## src/rtl/an_sec_pkg.sv

```systemverilog
// rtl/an_sec_pkg.sv - shared constants, status codes and states for the AN-code SEC decoder
// Contents: codeword/data widths, AN multiplier, status encoding, FSM state type,
//           and a helper returning 2^k mod m for building the syndrome table.
package an_sec_pkg;

  localparam int CW_W   = 24;
  localparam int A      = 3349;
  localparam int DATA_W = 12;

  localparam logic [1:0] STAT_CLEAN     = 2'b00;
  localparam logic [1:0] STAT_CORRECTED = 2'b01;
  localparam logic [1:0] STAT_UNCORR    = 2'b10;

  typedef enum logic [2:0] {
    S_IDLE,
    S_DIV1,
    S_CORR,
    S_DIV2,
    S_DONE
  } state_t;

  function automatic int pow2_mod(input int k, input int m);
    int p;
    p = 1;
    for (int i = 0; i < k; i++) p = (p * 2) % m;
    return p;
  endfunction

endpackage

```

## src/rtl/sec_rlut12bits.sv

```systemverilog
// rtl/sec_rlut12bits.sv - remainder-to-error-location table for single +/-2^k errors
// Ports: r   in  12  remainder of codeword mod A
//        loc out 6s  +k when r == 2^(k-1) mod A, -k when r == A - (2^(k-1) mod A), else 0
module SEC_rLUT12bits
  import an_sec_pkg::*;
#(
  parameter int CW_W = an_sec_pkg::CW_W,
  parameter int A    = an_sec_pkg::A
) (
  input  logic        [11:0] r,
  output logic signed [5:0]  loc
);

  always_comb begin
    loc = '0;
    for (int k = 0; k < CW_W; k++) begin
      if (r == 12'(pow2_mod(k, A))) begin
        loc = 6'(k + 1);
      end else if (r == 12'(A - pow2_mod(k, A))) begin
        loc = -6'(k + 1);
      end
    end
  end

endmodule

```

## src/rtl/an_sec_decode_ctrl.sv

```systemverilog
// rtl/an_sec_decode_ctrl.sv - sequential AN-code decoder with single-error correction
// Ports: clk, rst_n (sync, active-low)
//        in_valid/in_ready/in_cw       codeword input handshake
//        out_valid/out_ready           result handshake, result held until taken
//        out_data, out_status, out_loc decoded word, 00/01/10 status, signed error location
module an_sec_decode_ctrl #(
  parameter int CW_W   = an_sec_pkg::CW_W,
  parameter int A      = an_sec_pkg::A,
  parameter int DATA_W = an_sec_pkg::DATA_W
) (
  input  logic                clk,
  input  logic                rst_n,
  input  logic                in_valid,
  output logic                in_ready,
  input  logic [CW_W-1:0]     in_cw,
  output logic                out_valid,
  input  logic                out_ready,
  output logic [DATA_W-1:0]   out_data,
  output logic [1:0]          out_status,
  output logic signed [5:0]   out_loc
);

  import an_sec_pkg::*;

  state_t            state, state_d;
  logic [4:0]        cnt;
  logic [CW_W-1:0]   cw;    // received codeword, kept for correction
  logic [CW_W-1:0]   sh;    // dividend shifting out, quotient shifting in
  logic [12:0]       rem;   // partial remainder
  logic [DATA_W-1:0] data_q;
  logic [1:0]        status_q;
  logic signed [5:0] loc_q;

  // One restoring-division step, shared by both passes.
  logic [12:0]     shifted, rem_step;
  logic            ge;
  logic [CW_W-1:0] sh_step;

  always_comb begin
    shifted  = {rem[11:0], sh[CW_W-1]};
    ge       = (shifted >= 13'(A));
    rem_step = ge ? (shifted - 13'(A)) : shifted;
    sh_step  = {sh[CW_W-2:0], ge};
  end

  logic signed [5:0] lut_loc;

  SEC_rLUT12bits #(
    .CW_W (CW_W),
    .A    (A)
  ) u_lut (
    .r   (rem[11:0]),
    .loc (lut_loc)
  );

  // Correction: flip the located +/-2^(|l|-1) error. Bit CW_W of the extended
  // result flags a borrow (l > 0) or a carry out of the codeword (l < 0).
  logic [4:0]    mag_idx;
  logic [CW_W:0] mag, cw_fix;
  logic          fix_bad;

  always_comb begin
    // For negative l, ~l == |l|-1 in two's complement.
    mag_idx = lut_loc[5] ? ~lut_loc[4:0] : (lut_loc[4:0] - 5'd1);
    mag     = {{CW_W{1'b0}}, 1'b1} << mag_idx;
    cw_fix  = lut_loc[5] ? ({1'b0, cw} + mag) : ({1'b0, cw} - mag);
    fix_bad = cw_fix[CW_W];
  end

  always_ff @(posedge clk) begin
    if (!rst_n) state <= S_IDLE;
    else        state <= state_d;
  end

  always_comb begin
    state_d = state;
    case (state)
      S_IDLE: if (in_valid) state_d = S_DIV1;
      S_DIV1: if (cnt == 5'd0) state_d = S_CORR;
      S_CORR: begin
        if (rem != 13'd0 && lut_loc != 6'sd0 && !fix_bad) state_d = S_DIV2;
        else                                              state_d = S_DONE;
      end
      S_DIV2: if (cnt == 5'd0) state_d = S_DONE;
      S_DONE: if (out_ready) state_d = S_IDLE;
      default: state_d = S_IDLE;
    endcase
  end

  always_ff @(posedge clk) begin
    if (!rst_n) begin
      cnt      <= '0;
      cw       <= '0;
      sh       <= '0;
      rem      <= '0;
      data_q   <= '0;
      status_q <= STAT_CLEAN;
      loc_q    <= '0;
    end else begin
      case (state)
        S_IDLE: begin
          if (in_valid && in_ready) begin
            cw  <= in_cw;
            sh  <= in_cw;
            rem <= '0;
            cnt <= 5'(CW_W - 1);
          end
        end
        S_DIV1, S_DIV2: begin
          sh  <= sh_step;
          rem <= rem_step;
          cnt <= (cnt == 5'd0) ? 5'd0 : (cnt - 5'd1);
          if (state == S_DIV2 && cnt == 5'd0) begin
            data_q   <= sh_step[DATA_W-1:0];
            status_q <= ((rem_step != 13'd0) || (|sh_step[CW_W-1:DATA_W]))
                        ? STAT_UNCORR : STAT_CORRECTED;
          end
        end
        S_CORR: begin
          data_q <= sh[DATA_W-1:0];
          if (rem == 13'd0) begin
            status_q <= (|sh[CW_W-1:DATA_W]) ? STAT_UNCORR : STAT_CLEAN;
            loc_q    <= '0;
          end else if (lut_loc == 6'sd0) begin
            status_q <= STAT_UNCORR;
            loc_q    <= '0;
          end else begin
            loc_q <= lut_loc;
            if (fix_bad) begin
              status_q <= STAT_UNCORR;
            end else begin
              sh  <= cw_fix[CW_W-1:0];
              rem <= '0;
              cnt <= 5'(CW_W - 1);
            end
          end
        end
        default: ;
      endcase
    end
  end

  assign in_ready   = rst_n && (state == S_IDLE);
  assign out_valid  = (state == S_DONE);
  assign out_data   = data_q;
  assign out_status = status_q;
  assign out_loc    = loc_q;

endmodule

```

## config.mk

```make
export PLATFORM = sky130hd
export DESIGN_NAME = an_sec_decode_ctrl
export DESIGN_NICKNAME = d
export VERILOG_FILES = /design/src/rtl/an_sec_pkg.sv /design/src/rtl/sec_rlut12bits.sv /design/src/rtl/an_sec_decode_ctrl.sv
export SDC_FILE = /design/constraint.sdc
export NUM_CORES = 1
export LEC_CHECK = 0
export CORE_AREA = 2 2 167 169
export DETAILED_ROUTE_END_ITERATION = 8
export DIE_AREA = 0 0 169 171
export REMOVE_ABC_BUFFERS = 1
export SETUP_SLACK_MARGIN = 0.2
export SLEW_MARGIN = 20
export SYNTH_ARGS = -nofsm -noshare
export SYNTH_HDL_FRONTEND = slang
export SYNTH_HIERARCHICAL = 1
export SYNTH_SLANG_ARGS = --single-unit
```

## constraint.sdc

```tcl
create_clock -name clk -period 6.87 [get_ports clk]
set_input_delay 1.374 -clock clk [delete_from_list [all_inputs] [get_ports clk]]
set_output_delay 1.374 -clock clk [all_outputs]
set_load 0.01 [all_outputs]
```

==> flow_summary.yaml, run 1 <==
flow_run:
  maxCapViolations: 0
route:
  ant_nets: 0
  drc: 0
  dr_total_vias: 8667
  drt_pass1_iterations: 6
  drtIter0Drc: 804
  via_per_inst: 5.77
  wl_per_cell_um: 18.5
  wirelength_um: 27700
global_routing:
  grt_use_met2: 0.293
  busiest_layer: "met2"
  antenna_found_initial: 0
  grt.met1_usage: 0.265
  overflow: 0
  grt_util_met3: 0.0254
  grt_max_degree: 51
  grt_pass1_vias: 8000
  grt_usage: 0.188
  grt_pass1_wl_um: 43600
placement:
  io_buffers: 49
  gp_congestion: 0.962
  placed_area_um2: 9070
  hpwl_um: 20200
timing:
  fin_crit_ps: 6480
  period_share: 0.943
  finClkSkew_ps: 17.2
  worstMarginPinSlew_ps: 956
  setup_tns_ps: 0
  hold_violations: 0
  max_clock_freq_mhz: 154
  setup_viol: 0
  rsz0062_at_grt: "false"
  drv_slew: 0
  slew_headroom: 0.363
cts:
  clk_latency_ps: 360
  clockBufferDepth: 2
  cts_tree: "yes"
  cts_root_buffer: "clkbuf_16"
  cts_buffers: 9
  h-tree-depth: 3
  cts_num_sinks: 89
  clk_pin_slew_ps: 80
die:
  dieHeight_um: 171
  die-area_um2: 28900
  core_um2: 27300
  die_x_um: 169
  placementRows: 61
  io-pin-count: 50
  initial_core_util: 0.294
critical_path:
  startpoint_type: "flip-flop"
  required_ps: 7150
  path_class: "flip-flop to flip-flop"
  end_kind: "flip-flop"
  arrival_ps: 6760
  cp_max_fo: 11
  cp_slowest_stage_delay_ps: 390
  slowest_stage: "or3b_4"
synth:
  synth_ff_type: "dfxtp_1"
  yosysTopAreaCellShare: 0.222
  syn_avg_cell_area_um2: 7.34
  yosysWarnings: 6
  synth.distinct_cells: 101
  synth_edf_count: 0
  synth.most_common_cell: "nand2_1"
  ys_async_sr_fraction: 0
  synth_seq_cells: 89
  synthTopCellsByArea: "dfxtp_1, nand2_1, ha_1"
  synth_commonest_cells: "nand2_1, dfxtp_1, nor2_1"
  synthesis.area_um2: 8020
  synth_cells: 1093
  yosysTopAreaCell: "dfxtp_1"
  yosysSeqAreaShare: 0.222
cells_and_area:
  final_area_um2: 9660
  n_antenna_cell: 0
  syn_to_final_growth_pct: 20.4
  drive_gt1_frac: 0.156
  nets: 1210
pwr:
  power_mw: 1.72
  powerDensity_nw_per_um2: 178
  ir_worst_vdd_uv: 116
  leakage_nw: 3.77
hold_path:
  hold_class: "flip-flop to flip-flop"
outcome:
  status: "complete, no violations"
==> layout by cell type, fill, tap and decap left out, types with 8 or more instances in the layout <==
cell type	netlist	routed
clkbuf_16	0	10
o22ai_1	11	11
nor3_1	31	29
nor2_1	83	81
nand2_1	163	163
a21boi_0	12	11
nor2b_1	13	13
nand3_1	56	55
nand2b_1	9	9
nand4_1	17	17
o2bb2ai_1	13	13
inv_1	26	24
o21a_1	10	10
a21o_1	9	9
o211ai_1	14	14
a21oi_1	66	64
ha_1	31	29
xor2_1	12	11
o211a_1	20	20
xnor2_1	24	24
a31oi_1	13	12
buf_4	6	72
nor4_1	15	15
and2_1	13	10
o21ai_0	65	65
or3_1	10	10
o31ai_1	14	14
o21ai_1	10	8
clkdlybuf4s50_1	0	48
dfxtp_1	89	78
==> where the power goes <==
part | total [mW] | leakage [nW] | internal [mW] | switching [mW]
registers | 0.639 | 0.735 | 0.576 | 0.0622
clock network | 0.511 | 0.146 | 0.257 | 0.253
logic | 0.575 | 2.89 | 0.237 | 0.338
==> layout make-up <==
type / count / area [µm²]
Fill cell: 2888 / 17700
Sequential cell: 89 / 1810
Inverter: 27 / 101
Clock inverter: 7 / 68.8
Tap cell: 346 / 433
Multi-Input combinational cell: 895 / 5890
Clock buffer: 9 / 225
Timing Repair Buffer: 128 / 1130
==> per-stage QoR <==
| step | worst slack (ps) | cells | hold slack, ps | util |
|---|---|---|---|---|
| final | 393 | 1501 | 466 | 0.354 |
| after global routing | 156 | 1501 | 498 | 0.354 |
| after CTS | 201 | 1486 | 471 | 0.343 |
| after detailed placement | 152 | 1470 | 460 | 0.332 |
| after global placement | 102 | 1470 | 451 | 0.332 |
| after floorplan | -829 | 1011 | 434 | - |
==> logic make-up (layout without fill, tap and decap cells) <==
group,count (synthesis),after routing,share of synthesized area
multiplexers,7,7,0.00889
buffers and inverters,109,171,0.0589
adder cells (fa/ha/maj),32,32,0.0508
AND/OR/NAND/NOR,472,472,0.310
XOR/XNOR,37,37,0.0413
AO/OA/AOI/OAI,347,347,0.308
flip-flops,89,89,0.222
==> flip-flops by register name, indices dropped and copies added (netlist names) <==
name,flops
cnt,5
cw,24
out_data,12
out_loc,6
out_status,2
rem,13
sh,24
state,3
==> critical path: cells and delay by family, from the launching register on <==
family | cells | cell delay, ps
AND/OR/NAND/NOR | 10 | 2140
flip-flops | 1 | 380
XOR/XNOR | 1 | 200
AO/OA/AOI/OAI | 12 | 2290
adder cells (fa/ha/maj) | 3 | 670
buffers and inverters | 6 | 730
==> layer usage <==
layer  vias to the layer above  part of all wire
li1                       4180                 -
met1                      4082              0.47
met2                       342              0.44
met3                        63             0.065
met4                         0             0.026
met5                         -                 0
==> what timing repair did <==
action / CTS / global route
pin swaps: 0 / 11
setup buffers: 0 / 14
endpoints found under the setup margin: 8 / 47
gates resized for setup: 9 / 43
gates cloned: 0 / 1
endpoints found under the hold margin: 0 / 0
hold buffers: 0 / 0
==> final timing paths <==
check	from	endpoint	slack, ps	cells past startpoint
max	rem[5]	sh[4]	390	32
min	out_loc[1]	out_loc[1]	470	2
max reg2reg	rem[5]	sh[4]	390	32
min reg2reg	out_loc[1]	out_loc[1]	470	2
(Power assumes the default switching activity.)
==> run 2: changes to the inputs <==
--- a/config.mk
+++ b/config.mk
@@ -5,13 +5,13 @@
 export SDC_FILE = /design/constraint.sdc
 export NUM_CORES = 1
 export LEC_CHECK = 0
-export CORE_AREA = 2 2 167 169
+export CORE_AREA = 2 2 163 165
 export DETAILED_ROUTE_END_ITERATION = 8
-export DIE_AREA = 0 0 169 171
+export DIE_AREA = 0 0 165 167
 export REMOVE_ABC_BUFFERS = 1
 export SETUP_SLACK_MARGIN = 0.2
 export SLEW_MARGIN = 20
 export SYNTH_ARGS = -nofsm -noshare
 export SYNTH_HDL_FRONTEND = slang
-export SYNTH_HIERARCHICAL = 1
 export SYNTH_SLANG_ARGS = --single-unit
+export TNS_END_PERCENT = 50
==> run 2 against run 1 <==
Combinational power down 15%. Critical path type unchanged. First-iteration DRC count shrank 4.5%. Routed wire length fell by 2.0%. Sequential cell count unchanged. Via count down 2.6%. Critical path depth down 1. Clock power increased by 8.0%. Worst setup slack improved by 80 ps. Register-to-register slack improved by 80 ps. Sequential power is 3% lower.
==> flow_summary.yaml, run 2 <==
pwr:
  clock_power_share: 0.333
  internal_power_mw: 1.10
  power.switching_uw: 560
  power_mw: 1.66
  leakage_nw: 4.05
  ir_worst_vdd_uv: 117
  powerDensity_nw_per_um2: 166
  p_sw_frac: 0.337
  combPwrFrac: 0.294
  p_seq_frac: 0.374
placement:
  dpl.cell_count: 1483
  hpwl_um: 20200
  io_buffers: 49
  gp_congestion: 0.950
  dp_slack_ps: -10.3
global_routing:
  grt_use_met2: 0.323
  grt_util_met3: 0.0279
  antenna_found_initial: 0
  grt_max_degree: 61
  grt.met1_usage: 0.258
  busiest_layer: "met2"
  overflow: 0
  grt_usage: 0.196
  grt_pass1_vias: 8112
  grt_pass1_wl_um: 43500
route:
  drc: 0
  ant_nets: 0
  drt_pass1_iterations: 5
  via_per_inst: 5.63
  drtIter0Drc: 768
  wirelength_um: 27100
  wl_per_cell_um: 18.1
  dr_total_vias: 8441
cts:
  cts_root_buffer: "clkbuf_16"
  cts_tree: "yes"
  cts-hold-fix-buffers: 0
  cts_num_sinks: 89
  cts_buffers: 9
  clockBufferDepth: 2
  h-tree-depth: 3
  clk_latency_ps: 360
  clk_pin_slew_ps: 70
critical_path:
  crit_family: "compound AO/OA/AOI/OAI gates"
  cp.buffers_inverters: 5
  cp_max_fo: 13
  end_kind: "flip-flop"
  startpoint_type: "flip-flop"
  crit_top_cell: "buf_4"
  slowest_stage: "or3b_2"
  required_ps: 7120
  arrival_ps: 6640
  cp_slowest_stage_delay_ps: 450
  path_class: "flip-flop to flip-flop"
synth:
  yosysWarnings: 0
  synth_seq_cells: 89
  syn_avg_cell_area_um2: 7.39
  synth.most_common_cell: "nand2_1"
  muxShareOfSynthArea: 0.00915
  synthSimpleGateAreaFrac: 0.301
  ys_async_sr_fraction: 0
  synth_commonest_cells: "nand2_1, dfxtp_1, o21ai_0"
  synth_compound_area_frac: 0.296
  yosysTopAreaCellShare: 0.233
  synth_ff_type: "dfxtp_1"
  synth_edf_count: 0
  synth.distinct_cells: 81
  synthTopCellsByArea: "dfxtp_1, nand2_1, o21ai_0"
  synth_cells: 1036
  synth_top_family_by_area: "simple AND/OR/NAND/NOR gates"
  yosysTopAreaCell: "dfxtp_1"
  synth_fa_ha_area_frac: 0.0517
  yosys.area_share.xor_xnor: 0.0479
  synthesis.area_um2: 7650
  yosysSeqAreaShare: 0.233
timing:
  slew_headroom: 0.368
  worstMarginPinSlew_ps: 943
  finClkSkew_ps: 9.19
  layout_setup_ws_ps: 473
  hold_violations: 0
  setup_tns_ps: 0
  max_clock_freq_mhz: 156
  setup_viol: 0
  rsz0062_at_grt: "false"
  fin_crit_ps: 6400
  drv_slew: 0
  period_share: 0.931
cells_and_area:
  mostFrequentLayoutCells: "nand2_1, buf_4, o21ai_0"
  syn_to_final_growth_pct: 30.9
  drive_gt1_frac: 0.211
  final_common_cell: "nand2_1"
  final_core_util: 0.389
  nets: 1219
  top_regs: "cw (24), sh (24), rem (13)"
  instances_no_fill: 1500
  n_antenna_cell: 0
hold_path:
  hold_class: "flip-flop to flip-flop"
die:
  die-area_um2: 27600
  die_x_um: 165
  dieHeight_um: 167
  placementRows: 59
  io-pin-count: 50
  core_um2: 25800
  initial_core_util: 0.297
outcome:
  status: "complete, no violations"
flow_run:
  maxCapViolations: 0
run 2: metrics by stage:
step                cell area [µm²]  hold slack (ps)
finish                        10000              465
global route                  10000              487
CTS                            9700              471
detailed placement             9320              457
global placement               9320              449
floorplan                      7260              440
run 2: power groups by stage:
stage	logic [mW]	registers (mW)	clock network [mW]
2_1_floorplan	0.270	0.621	0
3_3_place_gp	0.467	0.633	0
3_5_place_dp	0.470	0.633	0
4_1_cts	0.474	0.622	0.565
5_1_grt	0.539	0.629	0.591
6_report	0.488	0.621	0.552
run 2: path summary, 6_finish.rpt:
path	start	to	slack, ps	depth (start not counted)
worst max-delay path	rem[2]	rem[9]	470	31
worst min-delay path	cw[7]	cw[7]	460	2
worst max register to register	rem[2]	rem[9]	470	31
worst min register to register	cw[7]	cw[7]	460	2
run 2: cell families after synthesis:
kind of cell,Yosys count
and+or+nand+nor,437
AOI/OAI and AO/OA,332
buffers and inverters,99
DFF,89
xor gates and xnor gates,41
adders and majority gates,31
muxes,7
run 2: area by class of cell:
cell class | count | area [µm²]
Tap cell | 335 | 419
Sequential cell | 89 | 1800
Clock inverter | 7 | 101
Fill cell | 2673 | 15700
Multi-Input combinational cell | 848 | 5750
Inverter | 20 | 75.1
Clock buffer | 9 | 225
Timing Repair Buffer | 192 | 1640
run 2: metal layers:
metal	routed length, µm	share of wire
met1	11900	0.44
met2	13000	0.48
met4	927	0.034
met5	0	0
met3	1340	0.049
run 2: timing repair:
item	4_1_cts	5_1_grt
setup endpoints to repair	47	47
pin swaps	0	16
gates resized for setup	15	67
buffers inserted	0	1
cloned	0	0
run 2: worst min-delay path, stage by stage, from the launching register on:
cell     delay (ps)
dfxtp_1         310
nand2_1          50
o21ai_0          60
==> run 3: changes to the inputs <==
--- a/config.mk
+++ b/config.mk
@@ -5,9 +5,11 @@
 export SDC_FILE = /design/constraint.sdc
 export NUM_CORES = 1
 export LEC_CHECK = 0
-export CORE_AREA = 2 2 163 165
+export ABC_AREA = 1
+export CORE_AREA = 2 2 159 161
 export DETAILED_ROUTE_END_ITERATION = 8
-export DIE_AREA = 0 0 165 167
+export DIE_AREA = 0 0 161 163
+export PLACE_DENSITY = 0.45
 export REMOVE_ABC_BUFFERS = 1
 export SETUP_SLACK_MARGIN = 0.2
 export SLEW_MARGIN = 20
==> run 3 against run 2 <==
Synthesized cell count up 16%. Final area is 12% higher. Clock skew grew 3.7 ps. Worst setup slack worse by 440 ps. Worst hold slack gained 1.7 ps. Sequential power up 16%. Sequential cell count is the same. Utilization rose by 6.7 points. First-iteration DRC count is 31% lower. Die area fell by 4.8%. Global-route usage increased by 0.89 points.
==> flow_summary.yaml, run 3 <==
die:
  die-area_um2: 26200
  io-pin-count: 50
  placementRows: 58
  core_um2: 24700
  dieHeight_um: 163
  die_x_um: 161
  initial_core_util: 0.294
outcome:
  status: "complete, no violations"
route:
  wl_met3_um: 785
  wl_met1_um: 13400
  via_per_inst: 4.80
  wl_per_cell_um: 15.0
  drtIter0Drc: 530
  wirelength_um: 27800
  highest_layer: "met4"
  drc: 0
  dr_wl_met2_um: 13100
  dr_total_vias: 8860
  ant_nets: 0
  drt_pass1_iterations: 5
placement:
  dpl.cell_count: 1736
  dp_slack_ps: -716
  io_buffers: 49
  gp_congestion: 0.905
  hpwl_um: 19600
  placed_area_um2: 9430
hold_path:
  hold_class: "flip-flop to flip-flop"
  hold_depth: 2
synth:
  synth_commonest_cells: "nand2_1, nor2_1, inv_1"
  synth_seq_cells: 89
  yosysSeqAreaShare: 0.246
  yosysTopAreaCell: "dfxtp_1"
  synthTopCellsByArea: "dfxtp_1, nand2_1, nor2_1"
  syn_avg_cell_area_um2: 6.03
  ys_async_sr_fraction: 0
  synth_edf_count: 0
  synthesis.area_um2: 7250
  synth.distinct_cells: 49
  yosysTopAreaCellShare: 0.246
  yosysWarnings: 0
  synth_cells: 1202
  synth.most_common_cell: "nand2_1"
  synth_ff_type: "dfxtp_1"
cells_and_area:
  top_regs: "cw (24), sh (24), rem (13)"
  syn_to_final_growth_pct: 55.0
  drive_gt1_frac: 0.347
  instances_no_fill: 1847
  mostFrequentLayoutCells: "buf_4, nand2_1, nor2_1"
  nets: 1571
  n_antenna_cell: 0
  final_area_um2: 11200
  final_common_cell: "buf_4"
critical_path:
  slowest_stage: "dfxtp_4"
  arrival_ps: 7090
  crit_top_cell: "buf_4"
  path_class: "flip-flop to flip-flop"
  cp.depth: 55
  required_ps: 7120
  r2r_setup_slack_ps: 30
  end_kind: "flip-flop"
  cp_max_fo: 7
  crit_family: "buffers and inverters"
  startpoint_type: "flip-flop"
  reg2reg_depth: 55
  cp.buffers_inverters: 24
  cp_slowest_stage_delay_ps: 380
global_routing:
  grt_pass1_vias: 8458
  overflow: 0
  grt_pass1_wl_um: 43300
  grt_max_degree: 66
  grt_usage: 0.205
  antenna_found_initial: 0
pwr:
  p_sw_frac: 0.436
  power.switching_mw: 1.15
  combPwrFrac: 0.540
  p_seq_frac: 0.275
  power_mw: 2.63
  ir_worst_vdd_uv: 143
  clock_power_share: 0.186
  leakage_nw: 5.19
  powerDensity_nw_per_um2: 234
  internal_power_mw: 1.49
timing:
  worstMarginPinSlew_ps: 1020
  setup_tns_ps: 0
  slew_headroom: 0.319
  setup_viol: 0
  hold_violations: 0
  finClkSkew_ps: 12.8
  drv_slew: 0
  period_share: 0.995
  layout_setup_ws_ps: 32.5
  max_clock_freq_mhz: 146
  fin_crit_ps: 6840
  rsz0062_at_grt: "true"
cts:
  h-tree-depth: 3
  clk_latency_ps: 360
  cts_buffers: 9
  clockBufferDepth: 2
  cts_root_buffer: "clkbuf_16"
  cts_tree: "yes"
  cts_num_sinks: 89
  cts-hold-fix-buffers: 0
  clk_pin_slew_ps: 80
flow_run:
  maxCapViolations: 0
## run 3: changes by cell type after synthesis, sizes merged, moves of 13 or more
cell,before,now
o211a,20,0
a21oi,44,66
nand3,38,83
buf,34,12
nand2b,18,0
inv,20,130
nand4,9,35
nor2,67,190
nor2b,25,0
clkbuf,45,27
xnor2,25,7
nand2,154,306
o211ai,18,5
## run 3: worst min-delay path, stage by stage, from the launching register on
cell,delay (ps)
dfxtp_1,310
nand2_1,60
a21oi_1,60
## run 3: power by group through the flow
stage          clock network [mW]  logic [mW]  registers (mW)
3_5_place_dp                    0        1.12           0.731
3_3_place_gp                    0        1.12           0.732
6_report                    0.489        1.42           0.723
4_1_cts                     0.500        1.19           0.719
5_1_grt                     0.519        1.56           0.738
2_1_floorplan                   0       0.661           0.714
## run 3: layer usage
layer / GRT usage / up-vias
met2: 0.349 / 166
li1: - / 4604
met5: 0 / -
met3: 0.0247 / 38
met4: 0.0641 / 0
met1: 0.272 / 4052
## run 3: path summary, 6_finish.rpt
check             startpoint         end
setup / recovery      rem[6]       sh[4]
hold / removal    out_loc[3]  out_loc[3]
setup reg to reg      rem[6]       sh[4]
hold reg to reg   out_loc[3]  out_loc[3]
## run 3: per-stage QoR
stage                     hold WS [ps]   util
after floorplan                    436      -
after global placement             459  0.382
after detailed placement           462  0.382
after CTS                          473  0.423
after global routing               490  0.455
final                              466  0.455
## run 3: cell type report
type                       count  area, µm²
clock buffer                  10        229
multi-input combinational    941       5440
fill                        2619      13400
sequential                    89       1810
clock inverter                 6       42.5
inverter                     133        517
tap                          330        413
timing repair buffer         338       2780
## run 3: kinds of logic after synthesis
family | count (synthesis) | share of synthesized area
AOI/OAI and AO/OA | 216 | 0.166
adders and majority gates | 31 | 0.0545
buffers and inverters | 172 | 0.0958
and+or+nand+nor | 668 | 0.406
xor gates and xnor gates | 26 | 0.0314
DFF | 89 | 0.246
## run 3: repair_timing
action | CTS | global route
cloned | 0 | 1
resized for setup | 80 | 169
setup endpoints to repair | 47 | 47
pin swaps | 45 | 93
buffers inserted | 68 | 26
endpoints found under the hold margin | 0 | 0
